<file path="config.mk">
export PLATFORM = sky130hd
export DESIGN_NAME = overlay_fader
export DESIGN_NICKNAME = d
export VERILOG_FILES = /design/src/rtl/overlay_fader.sv
export SDC_FILE = /design/constraint.sdc
export NUM_CORES = 1
export LEC_CHECK = 0
export CAP_MARGIN = 30
export CELL_PAD_IN_SITES_DETAIL_PLACEMENT = 1
export CELL_PAD_IN_SITES_GLOBAL_PLACEMENT = 1
export CORE_MARGIN = 5
export CORE_UTILIZATION = 39
export CTS_BUF_LIST = sky130_fd_sc_hd__clkbuf_4 sky130_fd_sc_hd__clkbuf_8
export DETAILED_ROUTE_END_ITERATION = 6
export GPL_TIMING_DRIVEN = 0
export HOLD_SLACK_MARGIN = 0.12
export PLACE_DENSITY_LB_ADDON = 0.1
export SYNTH_ARGS = -nofsm -noshare
export SYNTH_HDL_FRONTEND = slang
export SYNTH_SLANG_ARGS = --single-unit
</file>
<file path="constraint.sdc">
create_clock -name vga_clk -period 6.24 [get_ports vga_clk]
set_input_delay 1.56 -clock vga_clk [delete_from_list [all_inputs] [get_ports vga_clk]]
set_output_delay 1.56 -clock vga_clk [all_outputs]
set_load 0.05 [all_outputs]
</file>
<file path="src/rtl/overlay_fader.sv">
// Indexed-image overlay with power-of-two scaling, transparency and a
// frame-synchronous cross-fade over the background pixel stream.
module overlay_fader #(
  parameter int IMG_W       = 320,
  parameter int IMG_H       = 240,
  parameter int ADDR_W      = 17,
  parameter int IDX_W       = 3,
  parameter int SCALE_SHIFT = 1,
  parameter int TRANSP_IDX  = 0,
  parameter int ROM_LAT     = 1,
  parameter int FADE_FRAMES = 2,
  parameter int HOLD_FRAMES = 0,
  parameter int H_LAST      = 799,
  parameter int V_LAST      = 524
) (
  input  logic              vga_clk,
  input  logic              reset,
  input  logic [9:0]        DrawX,
  input  logic [9:0]        DrawY,
  input  logic              blank,
  input  logic [9:0]        x0,
  input  logic [9:0]        y0,
  input  logic [3:0]        bg_red,
  input  logic [3:0]        bg_green,
  input  logic [3:0]        bg_blue,
  input  logic              start,
  input  logic              hide,
  output logic [ADDR_W-1:0] rom_address,
  input  logic [IDX_W-1:0]  rom_q,
  input  logic [3:0]        pal_red,
  input  logic [3:0]        pal_green,
  input  logic [3:0]        pal_blue,
  output logic [3:0]        red,
  output logic [3:0]        green,
  output logic [3:0]        blue,
  output logic              active,
  output logic [4:0]        level,
  output logic              done
);

  localparam logic [1:0] ST_IDLE     = 2'd0;
  localparam logic [1:0] ST_FADE_IN  = 2'd1;
  localparam logic [1:0] ST_HOLD     = 2'd2;
  localparam logic [1:0] ST_FADE_OUT = 2'd3;

  localparam int CNT_W = 16;
  localparam logic [11:0]       WIN_W    = 12'(IMG_W << SCALE_SHIFT);
  localparam logic [11:0]       WIN_H    = 12'(IMG_H << SCALE_SHIFT);
  localparam logic [ADDR_W-1:0] IMG_W_A  = ADDR_W'(IMG_W);
  localparam logic [CNT_W-1:0]  FADE_END = CNT_W'(FADE_FRAMES - 1);
  localparam logic [CNT_W-1:0]  HOLD_END = CNT_W'(HOLD_FRAMES - 1);

  typedef struct packed {
    logic        win;
    logic        blank;
    logic [11:0] bg;
  } pix_t;

  // ---------------- window and address ----------------
  logic [11:0] draw_x_w, draw_y_w, x0_w, y0_w;
  logic        in_win;
  logic [9:0]  dx_off, dy_off, dx_src, dy_src;

  // 12-bit compares so x0 + scaled width cannot wrap
  assign draw_x_w = {2'b00, DrawX};
  assign draw_y_w = {2'b00, DrawY};
  assign x0_w     = {2'b00, x0};
  assign y0_w     = {2'b00, y0};
  assign in_win   = (draw_x_w >= x0_w) && (draw_x_w < x0_w + WIN_W) &&
                    (draw_y_w >= y0_w) && (draw_y_w < y0_w + WIN_H);

  assign dx_off = DrawX - x0;
  assign dy_off = DrawY - y0;
  assign dx_src = dx_off >> SCALE_SHIFT;
  assign dy_src = dy_off >> SCALE_SHIFT;

  assign rom_address = in_win ? (ADDR_W'(dy_src) * IMG_W_A + ADDR_W'(dx_src)) : '0;

  // ---------------- alignment pipeline ----------------
  pix_t pix_in;
  pix_t pipe_reg [ROM_LAT];

  assign pix_in = '{win: in_win, blank: blank, bg: {bg_red, bg_green, bg_blue}};

  generate
    for (genvar gi = 0; gi < ROM_LAT; gi++) begin : g_pipe
      if (gi == 0) begin : g_first
        always_ff @(posedge vga_clk) begin
          if (reset) pipe_reg[gi] <= '0;
          else       pipe_reg[gi] <= pix_in;
        end
      end else begin : g_rest
        always_ff @(posedge vga_clk) begin
          if (reset) pipe_reg[gi] <= '0;
          else       pipe_reg[gi] <= pipe_reg[gi-1];
        end
      end
    end
  endgenerate

  // ---------------- fade state machine ----------------
  logic [1:0]       state_reg, state_next;
  logic [4:0]       level_reg, level_next;
  logic [CNT_W-1:0] cnt_reg, cnt_next;
  logic             done_reg, done_next;
  logic             tick;

  assign tick = (DrawX == 10'(H_LAST)) && (DrawY == 10'(V_LAST));

  always_comb begin
    state_next = state_reg;
    level_next = level_reg;
    cnt_next   = cnt_reg;
    done_next  = 1'b0;
    case (state_reg)
      ST_IDLE: begin
        if (start) begin
          state_next = ST_FADE_IN;
          cnt_next   = '0;
        end
      end
      ST_FADE_IN: begin
        if (hide) begin
          state_next = ST_FADE_OUT;
          cnt_next   = '0;
        end else if (level_reg == 5'd16) begin
          state_next = ST_HOLD;
          cnt_next   = '0;
        end else if (tick) begin
          if (cnt_reg == FADE_END) begin
            cnt_next   = '0;
            level_next = level_reg + 5'd1;
            if (level_reg == 5'd15) state_next = ST_HOLD;
          end else begin
            cnt_next = cnt_reg + 1'b1;
          end
        end
      end
      ST_HOLD: begin
        if (hide) begin
          state_next = ST_FADE_OUT;
          cnt_next   = '0;
        end else if ((HOLD_FRAMES != 0) && tick) begin
          if (cnt_reg == HOLD_END) begin
            state_next = ST_FADE_OUT;
            cnt_next   = '0;
          end else begin
            cnt_next = cnt_reg + 1'b1;
          end
        end
      end
      ST_FADE_OUT: begin
        if (start) begin
          state_next = ST_FADE_IN;
          cnt_next   = '0;
        end else if (level_reg == 5'd0) begin
          state_next = ST_IDLE;
          cnt_next   = '0;
          done_next  = 1'b1;
        end else if (tick) begin
          if (cnt_reg == FADE_END) begin
            cnt_next   = '0;
            level_next = level_reg - 5'd1;
            if (level_reg == 5'd1) begin
              state_next = ST_IDLE;
              done_next  = 1'b1;
            end
          end else begin
            cnt_next = cnt_reg + 1'b1;
          end
        end
      end
      default: begin
        state_next = ST_IDLE;
        cnt_next   = '0;
      end
    endcase
  end

  always_ff @(posedge vga_clk) begin
    if (reset) begin
      state_reg <= ST_IDLE;
      level_reg <= '0;
      cnt_reg   <= '0;
      done_reg  <= 1'b0;
    end else begin
      state_reg <= state_next;
      level_reg <= level_next;
      cnt_reg   <= cnt_next;
      done_reg  <= done_next;
    end
  end

  // ---------------- colour mix ----------------
  function automatic logic [3:0] mix_ch(input logic [3:0] p, input logic [3:0] b,
                                        input logic [4:0] lvl);
    logic [8:0] acc;
    acc = 9'(p) * 9'(lvl) + 9'(b) * (9'd16 - 9'(lvl));
    return 4'(acc >> 4);
  endfunction

  pix_t        tail;
  logic        ov_opaque;
  logic [11:0] rgb_reg, rgb_next;

  assign tail      = pipe_reg[ROM_LAT-1];
  assign ov_opaque = tail.win && (rom_q != IDX_W'(TRANSP_IDX)) && (state_reg != ST_IDLE);

  always_comb begin
    rgb_next = '0;
    if (tail.blank) begin
      if (!ov_opaque) rgb_next = tail.bg;
      else rgb_next = {mix_ch(pal_red,   tail.bg[11:8], level_reg),
                       mix_ch(pal_green, tail.bg[7:4],  level_reg),
                       mix_ch(pal_blue,  tail.bg[3:0],  level_reg)};
    end
  end

  always_ff @(posedge vga_clk) begin
    if (reset) rgb_reg <= '0;
    else       rgb_reg <= rgb_next;
  end

  assign red    = rgb_reg[11:8];
  assign green  = rgb_reg[7:4];
  assign blue   = rgb_reg[3:0];
  assign active = (state_reg != ST_IDLE);
  assign level  = level_reg;
  assign done   = done_reg;

endmodule

</file>
==> results.cfg <==
[status]
status = finished with violations
violations = negative setup slack

[clock_tree]
clk_pin_slew_ns = 0.10
clock_path_buffers = 2
cts_sinks = 50
cts-root-buf = clkbuf_8
insertion_delay_ns = 0.33
cts_buffers = 5
htree_levels = 2
cts_tree = yes

[drt]
wirelength_um = 23800
via_count = 7007
vias_per_cell = 5.14
wire_per_inst_um = 17.5
drc = 0
drtPass1Iterations = 4
ant_nets = 0
drt_iter0_drc = 302

[layout]
largest_reg_flops = 16
num-nets-final = 1342
drive_above_1_share_pct = 16.6
layout_commonest_cell = inv_1
fillers = 2357
finish.utilization_pct = 52.1
final_cell_mix = inv_1, and2_1, ha_1
area_growth_pct = 31.0

[global_routing]
grt_busiest_layer = met2
overflow = 0
grt_max_degree = 16
globalRouteMet2Util_pct = 38.5
grtUsageMet3_pct = 3.65
grt_pass1_vias = 7565
grt_pass1_wl_um = 38500
antenna_found_initial = 4
grt_use_met1_pct = 26.7
grt_use_total_pct = 21.2

[timing]
final.setup.tns_ns = -1.72
timing.fmax_ghz = 0.147
final_max_slew_viol_count = 0
fin_ws_ns = -0.544
setup_viol = 5
finalHoldViolCount = 0
rsz0062_at_grt = true
tightest_slew_ns = 1.00
post-route-period-util_pct = 109
clock_skew_ns = 0.0115
max_slew_margin_pct = 32.6
holdWs_ns = 0.509
period_minus_slack_ns = 6.78

[floorplan]
row_count = 51
io_pins = 108
die-height_um = 151
coreArea_sq_mm = 0.0195
die_w_um = 151
dieArea_sq_mm = 0.0228
start_util_pct = 39.8

[worst_setup_path]
crit_buf_inv = 6
r2r_end = rgb_reg[10]
reg2reg_depth = 18
cp-start-kind = input pin
rr_startpoint = level[1]
worstPathMaxFanout = 3
critPathSlowestCell = fa_2
cp_top_family = compound AO/OA/AOI/OAI gates
crit_chain = buf_8 > inv_4 > ha_4 > inv_2 > fa_2 > a211oi_2 > nor2_2 > o31ai_2 > nand2b_1 > a21oi_2 > xnor2_2 > xnor2_1 > ha_2 > buf_6 > a21oi_4 > buf_6 > xnor2_4 > nor3_2 > xnor3_1 > nor2b_4 > buf_6
cp_slowest_stage_delay_ns = 0.41
cp.arrival_ns = 5.22
regToRegSetupSlack_ns = 0.43
cp_common_cell = buf_6
worstPathRequired_ns = 4.68
endpoint_kind = primary output
path_class = in2out

[place]
port_buffers = 107
gp_congestion = 0.792
dp_hpwl_um = 18100

[yosys]
syn-num-nets = 1185
async_flop_share_pct = 0
ys_seq_area_share_pct = 12.9
synth_edf_count = 0
syn_area_per_cell_sq_um = 8.28
netlist_area_sq_mm = 0.00777
synthFlopType = dfxtp_1
yosysUniqueCellTypes = 59
synthCells = 939
ys_ff_latch = 50
ys_warn_count = 0

[hold_path]
min_to = cnt_reg[15]
hold_class = reg2reg
min_from = cnt_reg[15]
hold_depth = 2

[power_and_ir_drop]
p_leak_nw = 4.44
p_per_area_mw_per_mm2 = 170
vdd_drop_max_v = 0.000155

[run]
max_cap_viol_count = 0
## synthesized netlist by cell type (3+ instances only)
| cell type | count | area, sq um |
|---|---|---|
| clkbuf_1 | 23 | 86.3 |
| and3_1 | 6 | 37.5 |
| nand3_1 | 15 | 75.1 |
| a211oi_1 | 7 | 52.6 |
| o21ai_0 | 35 | 175 |
| inv_1 | 145 | 544 |
| nor3b_1 | 7 | 52.6 |
| fa_1 | 75 | 1500 |
| nand2b_1 | 12 | 75.1 |
| and4b_1 | 3 | 30.0 |
| a311oi_1 | 3 | 26.3 |
| xor2_1 | 20 | 175 |
| nor4_1 | 8 | 50.1 |
| nor3_1 | 17 | 85.1 |
| nor2_1 | 53 | 199 |
| a21oi_1 | 44 | 220 |
| nor2b_1 | 29 | 181 |
| o22ai_1 | 6 | 37.5 |
| nand4b_1 | 5 | 43.8 |
| o21a_1 | 9 | 67.6 |
| o31ai_1 | 3 | 22.5 |
| buf_2 | 4 | 20.0 |
| and2_1 | 81 | 507 |
| mux2i_1 | 9 | 90.1 |
| xnor2_1 | 48 | 420 |
| nand2_1 | 58 | 218 |
| ha_1 | 99 | 1240 |
| nand4_1 | 9 | 56.3 |
| a31oi_1 | 8 | 50.1 |
| a21o_1 | 5 | 37.5 |
| dfxtp_1 | 50 | 1000 |
| and4_1 | 3 | 26.3 |
| o21bai_1 | 4 | 30.0 |
## routing by layer
layer	share of wire [%]	vias to the layer above
met2	51	145
li1	-	3396
met3	4.4	32
met5	0.14	-
met1	43	3430
met4	1.5	4
## report_power, final
group / total [mW] / internal, mW / switching, mW
Sequential: 0.349 / 0.332 / 0.0168
Clock: 0.211 / 0.0772 / 0.134
Combinational: 1.17 / 0.560 / 0.612
Total: 1.73 / 0.969 / 0.763
## metrics by stage
stage	worst slack [ns]	instances	power (mW)	cell area (sq um)
finish	-0.544	1363	1.73	10200
global route	-0.638	1363	1.85	10200
CTS	-0.326	1353	1.61	10000
detailed placement	-1.71	1311	1.18	9290
global placement	-1.65	1311	1.16	9290
floorplan	-0.0857	939	0.957	7890
## worst max-delay path by stage
| stage | startpoint | to | slack [ns] | cells past startpoint |
|---|---|---|---|---|
| 5_1_grt | DrawY[0] | rom_address[16] | -0.64 | 21 |
| 2_1_floorplan | DrawY[0] | rom_address[16] | -0.09 | 18 |
| 3_5_place_dp | DrawX[0] | rom_address[16] | -1.71 | 21 |
| 6_report | DrawY[0] | rom_address[16] | -0.54 | 21 |
| 4_1_cts | DrawY[0] | rom_address[16] | -0.33 | 20 |
| 3_3_place_gp | DrawX[0] | rom_address[16] | -1.65 | 21 |
## worst min-delay path, stage by stage, from the launching register on
cell and delay [ns]:
dfxtp_1 0.34, o21ai_0 0.07, a21oi_1 0.06
## kinds of logic (layout without fill, tap and decap cells)
family          Yosys count  after routing  synth area share (%)
simple gates            317            317                  22.2
flops                    50             50                  12.9
buf+inv                 175            332                  8.71
compound gates          143            143                  11.4
other cells               0              2                     0
fa+ha+maj               174            174                  35.3
mux                      10             10                  1.30
xor+xnor                 70             70                  8.24
## final cells by class
class / count / area [sq um] / area share, %
Clock inverter: 2 / 15.0 / 0.148
Timing Repair Buffer: 151 / 1370 / 13.4
Buffer: 29 / 131 / 1.29
Multi-Input combinational cell: 714 / 6710 / 65.9
Inverter: 145 / 549 / 5.40
Antenna cell: 2 / 5.00 / 0.0492
Clock buffer: 5 / 68.8 / 0.676
Tap cell: 265 / 332 / 3.26
Sequential cell: 50 / 1000 / 9.85
## timing repair
action	CTS	global route
endpoints found under the setup margin	18	21
hold buffers	0	0
pin swaps	60	37
gates resized for setup	184	42
buffers inserted	35	9
cloned	0	0
endpoints found under the hold margin	0	0
(Power assumes the default switching activity.)
